<file path="src/rtl/adc_responder.sv">
// Behavioural ADC model: a rising edge on wr starts a fixed-length conversion.
// intr is high while converting; its falling edge coincides with done and a new adc value.
module adc_responder #(
  parameter int unsigned CONV_CYCLES = 350,
  parameter bit          RAMP        = 1'b0,
  parameter logic [7:0]  INIT_VALUE  = 8'h95
) (
  input  logic       clk,
  input  logic       rst,
  input  logic       wr,
  input  logic [7:0] sample_in,
  output logic       intr,
  output logic [7:0] adc,
  output logic       done,
  output logic       overrun
);

  localparam int unsigned CNT_W    = 16;
  localparam logic [CNT_W-1:0] CNT_LOAD = CNT_W'(CONV_CYCLES - 1);

  typedef enum logic {IDLE, CONV} state_t;

  state_t           state;
  logic [CNT_W-1:0] cnt;
  logic [7:0]       smp;
  logic             wr_d;
  logic             wr_rise;

  // wr_d resets high so a wr already asserted at reset release is not an edge
  assign wr_rise = wr & ~wr_d;

  always_ff @(posedge clk) begin
    if (rst) begin
      state   <= IDLE;
      intr    <= 1'b0;
      done    <= 1'b0;
      overrun <= 1'b0;
      adc     <= INIT_VALUE;
      smp     <= INIT_VALUE;
      cnt     <= '0;
      wr_d    <= 1'b1;
    end else begin
      wr_d <= wr;
      done <= 1'b0;
      case (state)
        IDLE: begin
          if (wr_rise) begin
            state <= CONV;
            intr  <= 1'b1;
            cnt   <= CNT_LOAD;
            smp   <= RAMP ? 8'(adc + 8'd1) : sample_in;
          end
        end
        CONV: begin
          // edges during a conversion are flagged, never restart it
          if (wr_rise) overrun <= 1'b1;
          if (cnt != '0) begin
            cnt <= cnt - CNT_W'(1);
          end else begin
            state <= IDLE;
            intr  <= 1'b0;
            adc   <= smp;
            done  <= 1'b1;
          end
        end
        default: begin
          state <= IDLE;
          intr  <= 1'b0;
        end
      endcase
    end
  end

endmodule

</file>
<file path="config.mk">
export PLATFORM = sky130hd
export DESIGN_NAME = adc_responder
export DESIGN_NICKNAME = d
export VERILOG_FILES = /design/src/rtl/adc_responder.sv
export SDC_FILE = /design/constraint.sdc
export NUM_CORES = 1
export LEC_CHECK = 0
export BUFFER_PORTS_ARGS = -buffer_cell sky130_fd_sc_hd__buf_2
export CAP_MARGIN = 10
export CORE_ASPECT_RATIO = 0.7
export CORE_MARGIN = 5
export CORE_UTILIZATION = 55
export DETAILED_ROUTE_END_ITERATION = 6
export HOLD_SLACK_MARGIN = 0.1
export PLACE_DENSITY = 0.77
export SYNTH_ARGS = -nofsm -noshare
export SYNTH_HDL_FRONTEND = slang
export SYNTH_SLANG_ARGS = --single-unit
</file>
<file path="constraint.sdc">
create_clock -name clk -period 2.85 [get_ports clk]
set_input_delay 0.285 -clock clk [delete_from_list [all_inputs] [get_ports clk]]
set_output_delay 0.285 -clock clk [all_outputs]
set_load 0.02 [all_outputs]
</file>
-- Word-level counts from Yosys, hierarchy flattened
Cells that the tools add are included.
- input bits: 11
- logic and storage cells: 33
- bits in registers: 37
- output and inout port bits: 11
- reduce and logical (&&, ||, !) cells: 7
- equal/unequal tests: 3
- add/sub/neg operators: 1
- bitwise operators: 4
- multiplexer cells: 10
- operators by type and width (kind ; number):
    16-bit 2-to-1 mux ; 2
    16-bit case mux with 2 select lines ; 1
    16-bit nonzero test ; 1
    16-bit by 1-bit subtractor with 16-bit output, second input constant ; 1
    2-bit AND reduction ; 5
    1-bit 2-to-1 mux ; 5
    2-bit inequality test, second input constant ; 2
    1-bit case mux with 2 select lines ; 2
    1-bit NOT ; 3
    2-bit by 1-bit inequality test with 1-bit output, second input constant ; 1
    2-bit OR reduction ; 1
    1-bit AND ; 1

-- Logic depth before layout (Yosys ltp)
Gate-level depths: netlist of the first run.
- word-level depth: 4
- mapped depth: 7
- mapped depth without buffers: 7

-- Least setup slack after synthesis of the first run
No wires, ideal clock.
- path type: register to register
- start: register cnt[10]
- end: register cnt[1]
- slack: 0.676 ns
- cell stages (with the launch flop): 6
- setup time: 0.121 ns
- arrival time: 2.053 ns
- buffers on the path: 1
- required time: 2.729 ns
- cells stage by stage: dfxtp_1 or4_1 buf_2 or4_4 o21ai_1 mux2_2
- word-level cells in the longest chain between the ends: 3
- RTL lines (what ; RTL line ; RTL):
    from (decl) ; 24 ; logic [CNT_W-1:0] cnt;
    from (signal assigned) ; 58 ; cnt <= cnt - CNT_W'(1);
    16-bit nonzero test ; 57 ; if (cnt != '0) begin
    2-bit by 1-bit inequality test with 1-bit output (no line) ; -- ;
    2-bit AND reduction (no line) ; -- ;
Every way passes these cells.
A chain may end at the register's enable or synchronous reset.

-- Worst setup path in the final report of the first run
- start: register cnt[0]
- end: register adc[6]
- word-level cells in the longest chain between the ends: 3
- RTL lines (what ; RTL line ; RTL):
    16-bit nonzero test ; 57 ;
    1-bit NOT (no line) ; -- ;
    2-bit AND reduction (no line) ; -- ;
    to (signal assigned) ; 62 ; adc <= smp;
    to (decl) ; 13 ; output logic [7:0] adc,
Every way passes these cells.

==> results of run 1 <==
==> cell families (layout without fill, tap and decap cells) <==
kind of cell               after synthesis  count (layout)  synth area share (%)
and+or+nand+nor                         74              74                  25.7
AOI/OAI and AO/OA                       44              44                  19.5
DFF                                     37              37                  47.0
buffers and inverters                   15              38                  3.73
muxes                                    5               5                  3.25
adders and majority gates                1               1                 0.794
==> where the power goes <==
group | switching, W | total [W] | internal, W
Sequential | 0.0000214 | 0.000559 | 0.000537
Clock | 0.000183 | 0.000353 | 0.000169
Combinational | 0.0000978 | 0.000164 | 0.0000664
Total | 0.000302 | 0.00108 | 0.000773
==> worst paths after layout <==
check | startpoint | to | slack [ps] | cells after the start
worst min register to register | smp[1] | smp[1] | 460 | 2
worst max register to register | cnt[0] | adc[6] | 390 | 6
worst max-delay path | cnt[0] | adc[6] | 390 | 6
worst min-delay path | sample_in[4] | smp[4] | 210 | 3
==> placed cells by master, fill, tap and decap left out, types with 5 or more instances in the layout <==
cell / Yosys / final
or3_1: 8 / 8
nor2_1: 12 / 12
a21oi_1: 13 / 13
dfxtp_1: 37 / 37
clkbuf_8: 0 / 5
buf_2: 1 / 21
nand2_1: 23 / 23
inv_1: 5 / 5
==> cell type report <==
| cell class | count | area, um^2 |
|---|---|---|
| multi-input cells | 124 | 782 |
| fillers | 237 | 961 |
| clock inverters | 2 | 10.0 |
| flip-flops and latches | 37 | 741 |
| inverters | 6 | 23.8 |
| clock buffers | 6 | 72.6 |
| well taps | 36 | 45.0 |
| repair buffers | 24 | 128 |
==> worst reg2reg max path, cell delays in order, from the launching register on <==
cell and delay [ps]:
dfxtp_1 340, inv_1 90, ha_1 220, or4b_2 680, nor4_1 540, a21oi_1 230
a22o_1 270
==> state kept, by name (all words and copies together) (netlist names) <==
name,flops
wr_d,1
done,1
cnt,16
adc,8
overrun,1
smp,8
state,1
intr,1
==> metal layers <==
layer | vias up | share of wire, % | track usage [%]
met5 | - | 0 | 0
met4 | 0 | 1.1 | 9.04
met3 | 5 | 6.8 | 6.42
met2 | 44 | 46 | 32.9
met1 | 679 | 46 | 24.7
li1 | 698 | - | -
==> stage by stage <==
step           utilization [%]  hold slack [ps]  setup WS (ps)  instances  instance area [um^2]
3_3_place_gp              62.2              443            564        227                  1720
5_1_grt                   65.2              209            219        235                  1800
6_report                  65.2              205            392        235                  1800
3_5_place_dp              62.2              447            436        227                  1720
4_1_cts                   65.2              203            408        235                  1800
2_1_floorplan                -              392            676        176                  1580
==> results.sh, run 1 <==
export IMPL_status="complete, no violations"
export IMPL_hold_viol=0
export IMPL_via_per_inst=6.07
export IMPL_ant_nets=0
export IMPL_power_density_nw_per_um2=597
export IMPL_cts_clk_slew_worst_paths_ps=70
export IMPL_grt_max_degree=32
export IMPL_wl_um=3730
export IMPL_period_needed_ps=2460
export IMPL_drc=0
export IMPL_cts_root_buf="clkbuf_8"
export IMPL_max_stage_delay_ps=680
export IMPL_cts_buffers=5
export IMPL_crit_chain="inv_1 > ha_1 > or4b_2 > nor4_1 > a21oi_1 > a22o_1"
export IMPL_critPathLaunchType="register"
export IMPL_die_area_um2=4050
export IMPL_cts_resized=0
export IMPL_syn_num_nets=188
export IMPL_portBuffers=21
export IMPL_place_congestion=0.795
export IMPL_ys_seq_area_share_pct=47.0
export IMPL_crit_buf_inv=1
export IMPL_num_antenna_cells=0
export IMPL_cp_end_kind="register"
export IMPL_slowest_stage="or4b_2"
export IMPL_synth_edf_count=0
export IMPL_area_growth_pct=14.3
export IMPL_clk_latency_ps=290
export IMPL_drv_slew=0
export IMPL_max_vdd_ir_drop_uv=407
export IMPL_syn_area_um2=1580
export IMPL_synth_most_common_cell="dfxtp_1"
export IMPL_initial_core_util_pct=57.1
export IMPL_synth_common_cells="37 x dfxtp_1, 23 x nand2_1, 13 x a21oi_1"
export IMPL_worst_ep_required_time_ps=3030
export IMPL_cts_tree="built"
export IMPL_drtIter0Drc=59
export IMPL_clock_fmax_mhz=407
export IMPL_netlist_top_cells_area="dfxtp_1 47%, nand2_1 5.5%, a21oi_1 4.1%"
export IMPL_period_share_pct=86.3
export IMPL_arrival_ps=2640
export IMPL_synth_area_leader_cell="dfxtp_1"
export IMPL_yosys_warnings=0
export IMPL_total_power_w=0.00108
export IMPL_avgSynthCellArea_um2=8.96
export IMPL_die_x_um=74.0
export IMPL_rsz0062_at_grt="no"
export IMPL_coreArea_um2=2760
export IMPL_htreeDepth=2
export IMPL_drv_cap=0
export IMPL_synth_ff_type="dfxtp_1"
export IMPL_min_path_type="in2reg"
export IMPL_antenna_found_initial=0
export IMPL_tns_ps=0
export IMPL_worst_path_dominant_cell_family="simple AND/OR/NAND/NOR gates"
export IMPL_num_vias=1426
export IMPL_grt_overflow=0
export IMPL_ys_ff_latch=37
export IMPL_tightest_slew_ps=709
export IMPL_die_h_um=54.8
export IMPL_numClockSinks=37
export IMPL_hpwl_um=2570
export IMPL_cp_max_fo=5
export IMPL_synth_distinct_cells=41
export IMPL_nets=210
export IMPL_drive_gt1_share_pct=21.1
export IMPL_drt_first_pass_iters=5
export IMPL_setup_viol=0
export IMPL_yosysTopAreaCellShare_pct=47.0
export IMPL_async_reset_ff_share_pct=0
export IMPL_max_slew_margin_pct=52.5
export IMPL_ioPinCount=22
export IMPL_grt_pass1_vias=1361
export IMPL_post_cts_buffers=0
export IMPL_clk_path_buf_depth=2
export IMPL_fp_row_count=16
export IMPL_path_class="reg2reg"
export IMPL_netlist_instances=176
export IMPL_p_leak_nw=0.702
export IMPL_hold_buffers=0
export IMPL_grt_pass1_wl_um=6120
export IMPL_routedWlPerCell_um=15.9
export IMPL_grtUsageTotal_pct=20.2
export IMPL_clock_skew_ps=5.40
Power figures use the tool's default switching activity.
==> run 2, diff against run 1 <==
--- a/config.mk
+++ b/config.mk
@@ -5,14 +5,16 @@
 export SDC_FILE = /design/constraint.sdc
 export NUM_CORES = 1
 export LEC_CHECK = 0
+export ABC_AREA = 0
 export BUFFER_PORTS_ARGS = -buffer_cell sky130_fd_sc_hd__buf_2
 export CAP_MARGIN = 10
 export CORE_ASPECT_RATIO = 0.7
 export CORE_MARGIN = 5
-export CORE_UTILIZATION = 55
+export CORE_UTILIZATION = 58
+export CTS_BUF_LIST = sky130_fd_sc_hd__clkbuf_4
 export DETAILED_ROUTE_END_ITERATION = 6
 export HOLD_SLACK_MARGIN = 0.1
-export PLACE_DENSITY = 0.77
+export PLACE_DENSITY = 0.8
 export SYNTH_ARGS = -nofsm -noshare
 export SYNTH_HDL_FRONTEND = slang
 export SYNTH_SLANG_ARGS = --single-unit
==> run 2 against run 1 <==
Count of clock-buffer cells in the layout unchanged. Maximum frequency up 2.8%. Sequential share of layout area up 0.14 points. First-iteration DRC count up 80%. Largest cell class unchanged.
==> results.sh, run 2 (synthesis results as in run 1) <==
export IMPL_status="complete, no violations"
export IMPL_cts_resized=0
export IMPL_wl_um=3760
export IMPL_drive_gt1_share_pct=21.1
export IMPL_drtIter0Drc=106
export IMPL_clk_path_buf_depth=2
export IMPL_most_common_layout_cells="37 x dfxtp_1, 23 x nand2_1, 21 x buf_2"
export IMPL_power_switching_w=0.000292
export IMPL_post_cts_buffers=0
export IMPL_total_power_w=0.00109
export IMPL_dp_cells=225
export IMPL_grt_overflow=0
export IMPL_hold_path_startpoint="sample_in[7]"
export IMPL_rr_startpoint="cnt[0]"
export IMPL_period_share_pct=83.9
export IMPL_critPathLaunchType="register"
export IMPL_die_x_um=72.3
export IMPL_path_class="reg2reg"
export IMPL_initial_core_util_pct=62.2
export IMPL_max_slew_margin_pct=57.4
export IMPL_area_growth_pct=13.9
export IMPL_clock_skew_ps=8.16
export IMPL_die_h_um=53.6
export IMPL_nets=210
export IMPL_instances_no_fill=233
export IMPL_clkPwrFrac_pct=33.3
export IMPL_via_per_inst=6.13
export IMPL_portBuffers=21
export IMPL_cp_end_kind="register"
export IMPL_pwr_share_comb_pct=15.3
export IMPL_hpwl_um=2710
export IMPL_cts_root_buf="clkbuf_4"
export IMPL_min_path_type="in2reg"
export IMPL_p_seq_share_pct=51.4
export IMPL_grt_max_degree=32
export IMPL_drc=0
export IMPL_num_vias=1428
export IMPL_slowest_stage="or4b_2"
export IMPL_worst_path_dominant_cell_family="simple AND/OR/NAND/NOR gates"
export IMPL_fp_row_count=15
export IMPL_arrival_ps=2640
export IMPL_crit_chain="inv_1 > ha_1 > or4b_2 > nor4_1 > a21oi_1 > a22o_1"
export IMPL_r2r_cells=6
export IMPL_ant_nets=0
export IMPL_worst_ep_required_time_ps=3100
export IMPL_min_to="smp[7]"
export IMPL_place_congestion=0.851
export IMPL_cts_buffers=5
export IMPL_hold_buffers=0
export IMPL_grtUsageTotal_pct=21.6
export IMPL_layout_commonest_cell="dfxtp_1"
export IMPL_numClockSinks=37
export IMPL_cts_tree="built"
export IMPL_max_vdd_ir_drop_uv=518
export IMPL_ioPinCount=22
export IMPL_holdPathStages=3
export IMPL_htreeDepth=2
export IMPL_setup_viol=0
export IMPL_tns_ps=0
export IMPL_routedWlPerCell_um=16.1
export IMPL_power_internal_w=0.000796
export IMPL_grt_pass1_wl_um=6370
export IMPL_coreArea_um2=2530
export IMPL_top_regs="cnt: 16 flops, adc: 8 flops, smp: 8 flops"
export IMPL_num_antenna_cells=0
export IMPL_max_stage_delay_ps=680
export IMPL_grt_pass1_vias=1436
export IMPL_drv_cap=0
export IMPL_largest_reg_flops=16
export IMPL_period_needed_ps=2390
export IMPL_clock_fmax_mhz=418
export IMPL_hold_viol=0
export IMPL_rsz0062_at_grt="no"
export IMPL_clk_latency_ps=340
export IMPL_cp_max_fo=5
export IMPL_crit_buf_inv=1
export IMPL_crit_start="cnt[0]"
export IMPL_reg2reg_setup_slack_ps=460
export IMPL_die_area_um2=3880
export IMPL_antenna_found_initial=0
export IMPL_power_density_nw_per_um2=606
export IMPL_regMostFlops="cnt"
export IMPL_drt_first_pass_iters=4
export IMPL_drv_slew=0
export IMPL_tightest_slew_ps=636
export IMPL_cts_clk_slew_worst_paths_ps=110
export IMPL_swShare_pct=26.8
export IMPL_rr_endpoint="adc[1]"
export IMPL_p_leak_nw=0.700
## run 2: cell types whose count changed in the layout (fill, tap and decap cells not counted)
cell       previous run  this run
clkbuf_4              0         6
clkbuf_8              5         0
clkinv_2              3         1
bufinv_16             0         1
clkbuf_1              1         0
clkinv_1              0         1
## run 2: metal layers
metal / GRT usage (%) / vias to the layer above / wire, um
met2: 34.9 / 61 / 1800
met1: 26.7 / 666 / 1640
met3: 5.60 / 6 / 269
met5: 0 / - / 0
li1: - / 695 / -
met4: 11.6 / 0 / 45
## run 2: layout make-up
type,instances,area [um^2]
Clock inverter,2,33.8
Clock buffer,6,45.0
Sequential cell,37,741
Fill cell,210,738
Timing Repair Buffer,24,128
Tap cell,34,42.5
Inverter,6,23.8
Multi-Input combinational cell,124,782
## run 2: power by group through the flow
stage / combinational (W) / clock [W] / sequential (W)
floorplan: 0.000114 / 0 / 0.000564
global placement: 0.000155 / 0 / 0.000568
detailed placement: 0.000162 / 0 / 0.000570
CTS: 0.000163 / 0.000361 / 0.000558
global route: 0.000184 / 0.000385 / 0.000562
finish: 0.000166 / 0.000362 / 0.000559
## run 2: worst max path at each step
stage	cells past startpoint	slack, ps	endpoint
after floorplan	5	680	cnt[1]
after global routing	6	320	adc[1]
after CTS	6	480	adc[1]
final	6	460	adc[1]
after global placement	6	570	adc[1]
after detailed placement	6	490	adc[1]
## run 2: worst register-to-register path, cell delays in order (launching register included)
cell and delay (ps):
dfxtp_1 350, inv_1 90, ha_1 200, or4b_2 680, nor4_1 480, a21oi_1 230, a22o_1 280
## run 2: stage by stage
stage	area (um^2)	utilization, %	hold WS (ps)	setup slack [ps]
after detailed placement	1720	67.8	452	489
after global routing	1800	70.9	162	321
final	1800	70.9	149	459
after global placement	1720	67.8	442	571
after CTS	1800	70.9	151	482
after floorplan	1580	-	392	676
==> run 3, diff against run 2 <==
--- a/config.mk
+++ b/config.mk
@@ -10,11 +10,11 @@
 export CAP_MARGIN = 10
 export CORE_ASPECT_RATIO = 0.7
 export CORE_MARGIN = 5
-export CORE_UTILIZATION = 58
+export CORE_UTILIZATION = 53
 export CTS_BUF_LIST = sky130_fd_sc_hd__clkbuf_4
 export DETAILED_ROUTE_END_ITERATION = 6
 export HOLD_SLACK_MARGIN = 0.1
-export PLACE_DENSITY = 0.8
+export PLACE_DENSITY = 0.77
 export SYNTH_ARGS = -nofsm -noshare
 export SYNTH_HDL_FRONTEND = slang
 export SYNTH_SLANG_ARGS = --single-unit
==> constraint.sdc (replaced) <==
create_clock -name clk -period 2 [get_ports clk]
set_input_delay 0.2 -clock clk [delete_from_list [all_inputs] [get_ports clk]]
set_output_delay 0.2 -clock clk [all_outputs]
set_load 0.02 [all_outputs]
==> run 3 against run 2 <==
The flow now finishes with violations (setup timing). Critical path depth is 2 lower. Critical endpoint is now adc[4]. Sequential power is 42% higher. Combinational power is 120% higher. Die area is 7.9% higher. Clock power is 4% higher. Routed wire length is 11% higher. Final cell count is 15% higher. Register-to-register slack worse by 500 ps. Sequential cell count stayed put.
==> results.sh, run 3 (synthesis results as in run 1) <==
export IMPL_status="complete, but fails checks"
export IMPL_violations="setup timing"
export IMPL_die_area_um2=4180
export IMPL_setup_ws_ps=-44.6
export IMPL_tightest_slew_ps=565
export IMPL_drive_gt1_share_pct=31.5
export IMPL_most_common_layout_cells="36 x dfxtp_1, 28 x buf_4, 23 x nand2_1"
export IMPL_coreArea_um2=2820
export IMPL_post_route_util_pct=74.4
export IMPL_drv_slew=0
export IMPL_ioPinCount=22
export IMPL_grt_overflow=0
export IMPL_period_needed_ps=2040
export IMPL_clk_latency_ps=350
export IMPL_grt_max_degree=32
export IMPL_arrival_ps=2280
export IMPL_num_vias=1566
export IMPL_regMostFlops="cnt"
export IMPL_setup_viol=7
export IMPL_worst_ep_required_time_ps=2240
export IMPL_hold_viol=0
export IMPL_drc=0
export IMPL_top_regs="cnt: 16 flops, adc: 8 flops, smp: 8 flops"
export IMPL_cp_max_fo=5
export IMPL_tns_ps=-99.4
export IMPL_die_h_um=55.6
export IMPL_clock_fmax_mhz=489
export IMPL_finalInstanceArea_um2=2100
export IMPL_drv_cap=0
export IMPL_wl_um=4180
export IMPL_die_x_um=75.2
export IMPL_cts_clk_slew_worst_paths_ps=100
export IMPL_period_share_pct=102
export IMPL_grtUsageTotal_pct=21.7
export IMPL_multi_input_area_um2=836
export IMPL_cts_buffers=5
export IMPL_initial_core_util_pct=55.9
export IMPL_layout_commonest_cell="dfxtp_1"
export IMPL_p_leak_nw=0.864
export IMPL_cp_end_kind="register"
export IMPL_fill_cells=213
export IMPL_cts_tree="built"
export IMPL_clk_path_buf_depth=2
export IMPL_portBuffers=21
export IMPL_max_vdd_ir_drop_uv=460
export IMPL_dpl_cell_area_um2=1910
export IMPL_numClockSinks=37
export IMPL_drt_first_pass_iters=4
export IMPL_routedWlPerCell_um=15.6
export IMPL_power_density_nw_per_um2=728
export IMPL_place_congestion=0.892
export IMPL_clock_skew_ps=5.06
export IMPL_critPathLaunchType="register"
export IMPL_fp_row_count=16
export IMPL_antenna_found_initial=0
export IMPL_path_class="reg2reg"
export IMPL_hpwl_um=2980
export IMPL_cts_root_buf="clkbuf_4"
export IMPL_area_growth_pct=33.3
export IMPL_max_slew_margin_pct=62.2
export IMPL_rsz0062_at_grt="yes"
export IMPL_drtIter0Drc=136
export IMPL_min_path_type="in2reg"
export IMPL_via_per_inst=5.84
export IMPL_largest_reg_flops=16
export IMPL_htreeDepth=2
export IMPL_nets=244
export IMPL_num_antenna_cells=0
export IMPL_grt_pass1_vias=1478
export IMPL_ant_nets=0
export IMPL_grt_pass1_wl_um=7020
export IMPL_area_sequential_um2=742
export IMPL_hold_slack_ps=303
==> run 3: worst max-delay path, cell delays in order (launching register included) <==
cell and delay (ps):
dfxtp_2 340, or4_4 540, or4_4 450, or3_4 420, o22a_1 190
==> run 3: path summary, 6_finish.rpt <==
path	start	to	slack (ps)	cells after the start
min reg2reg	smp[3]	smp[3]	470	2
min	rst	overrun	300	2
max reg2reg	cnt[13]	adc[4]	-40	4
max	cnt[13]	adc[4]	-40	4
==> run 3: power by group <==
group	leakage, nW	internal [W]	switching, W
clock network	0.0292	0.000141	0.000235
logic	0.533	0.000181	0.000182
registers	0.301	0.000766	0.0000248
==> run 3: repair_timing <==
| action | CTS | global route |
|---|---|---|
| hold endpoints to repair | 9 | 0 |
| buffers inserted | 0 | 1 |
| gates cloned | 0 | 0 |
| setup endpoints to repair | 13 | 14 |
| resized for setup | 7 | 2 |
| hold buffers | 9 | 0 |
| pin swaps | 1 | 1 |
==> run 3: layer usage <==
metal | GRT usage [%] | wire length, um | vias to the layer above
li1 | - | - | 765
met1 | 27.9 | 1820 | 750
met2 | 34.1 | 2010 | 43
met3 | 5.60 | 271 | 8
met4 | 8.48 | 81 | 0
met5 | 0 | 0 | -
==> run 3: per-stage QoR <==
stage / power [W] / std cells / worst slack [ps]
after floorplan: 0.000973 / 176 / -81.2
after global placement: 0.00111 / 251 / -4.36
after detailed placement: 0.00112 / 251 / -108
after CTS: 0.00152 / 267 / -37.9
after global routing: 0.00160 / 268 / -79.7
final: 0.00153 / 268 / -44.6
==> run 3: area by class of cell <==
class | count | area share, %
Multi-Input combinational cell | 124 | 39.8
Sequential cell | 37 | 35.3
Clock inverter | 1 | 0.179
Tap cell | 36 | 2.14
Clock buffer | 6 | 2.14
Timing Repair Buffer | 58 | 19.3
Inverter | 6 | 1.13
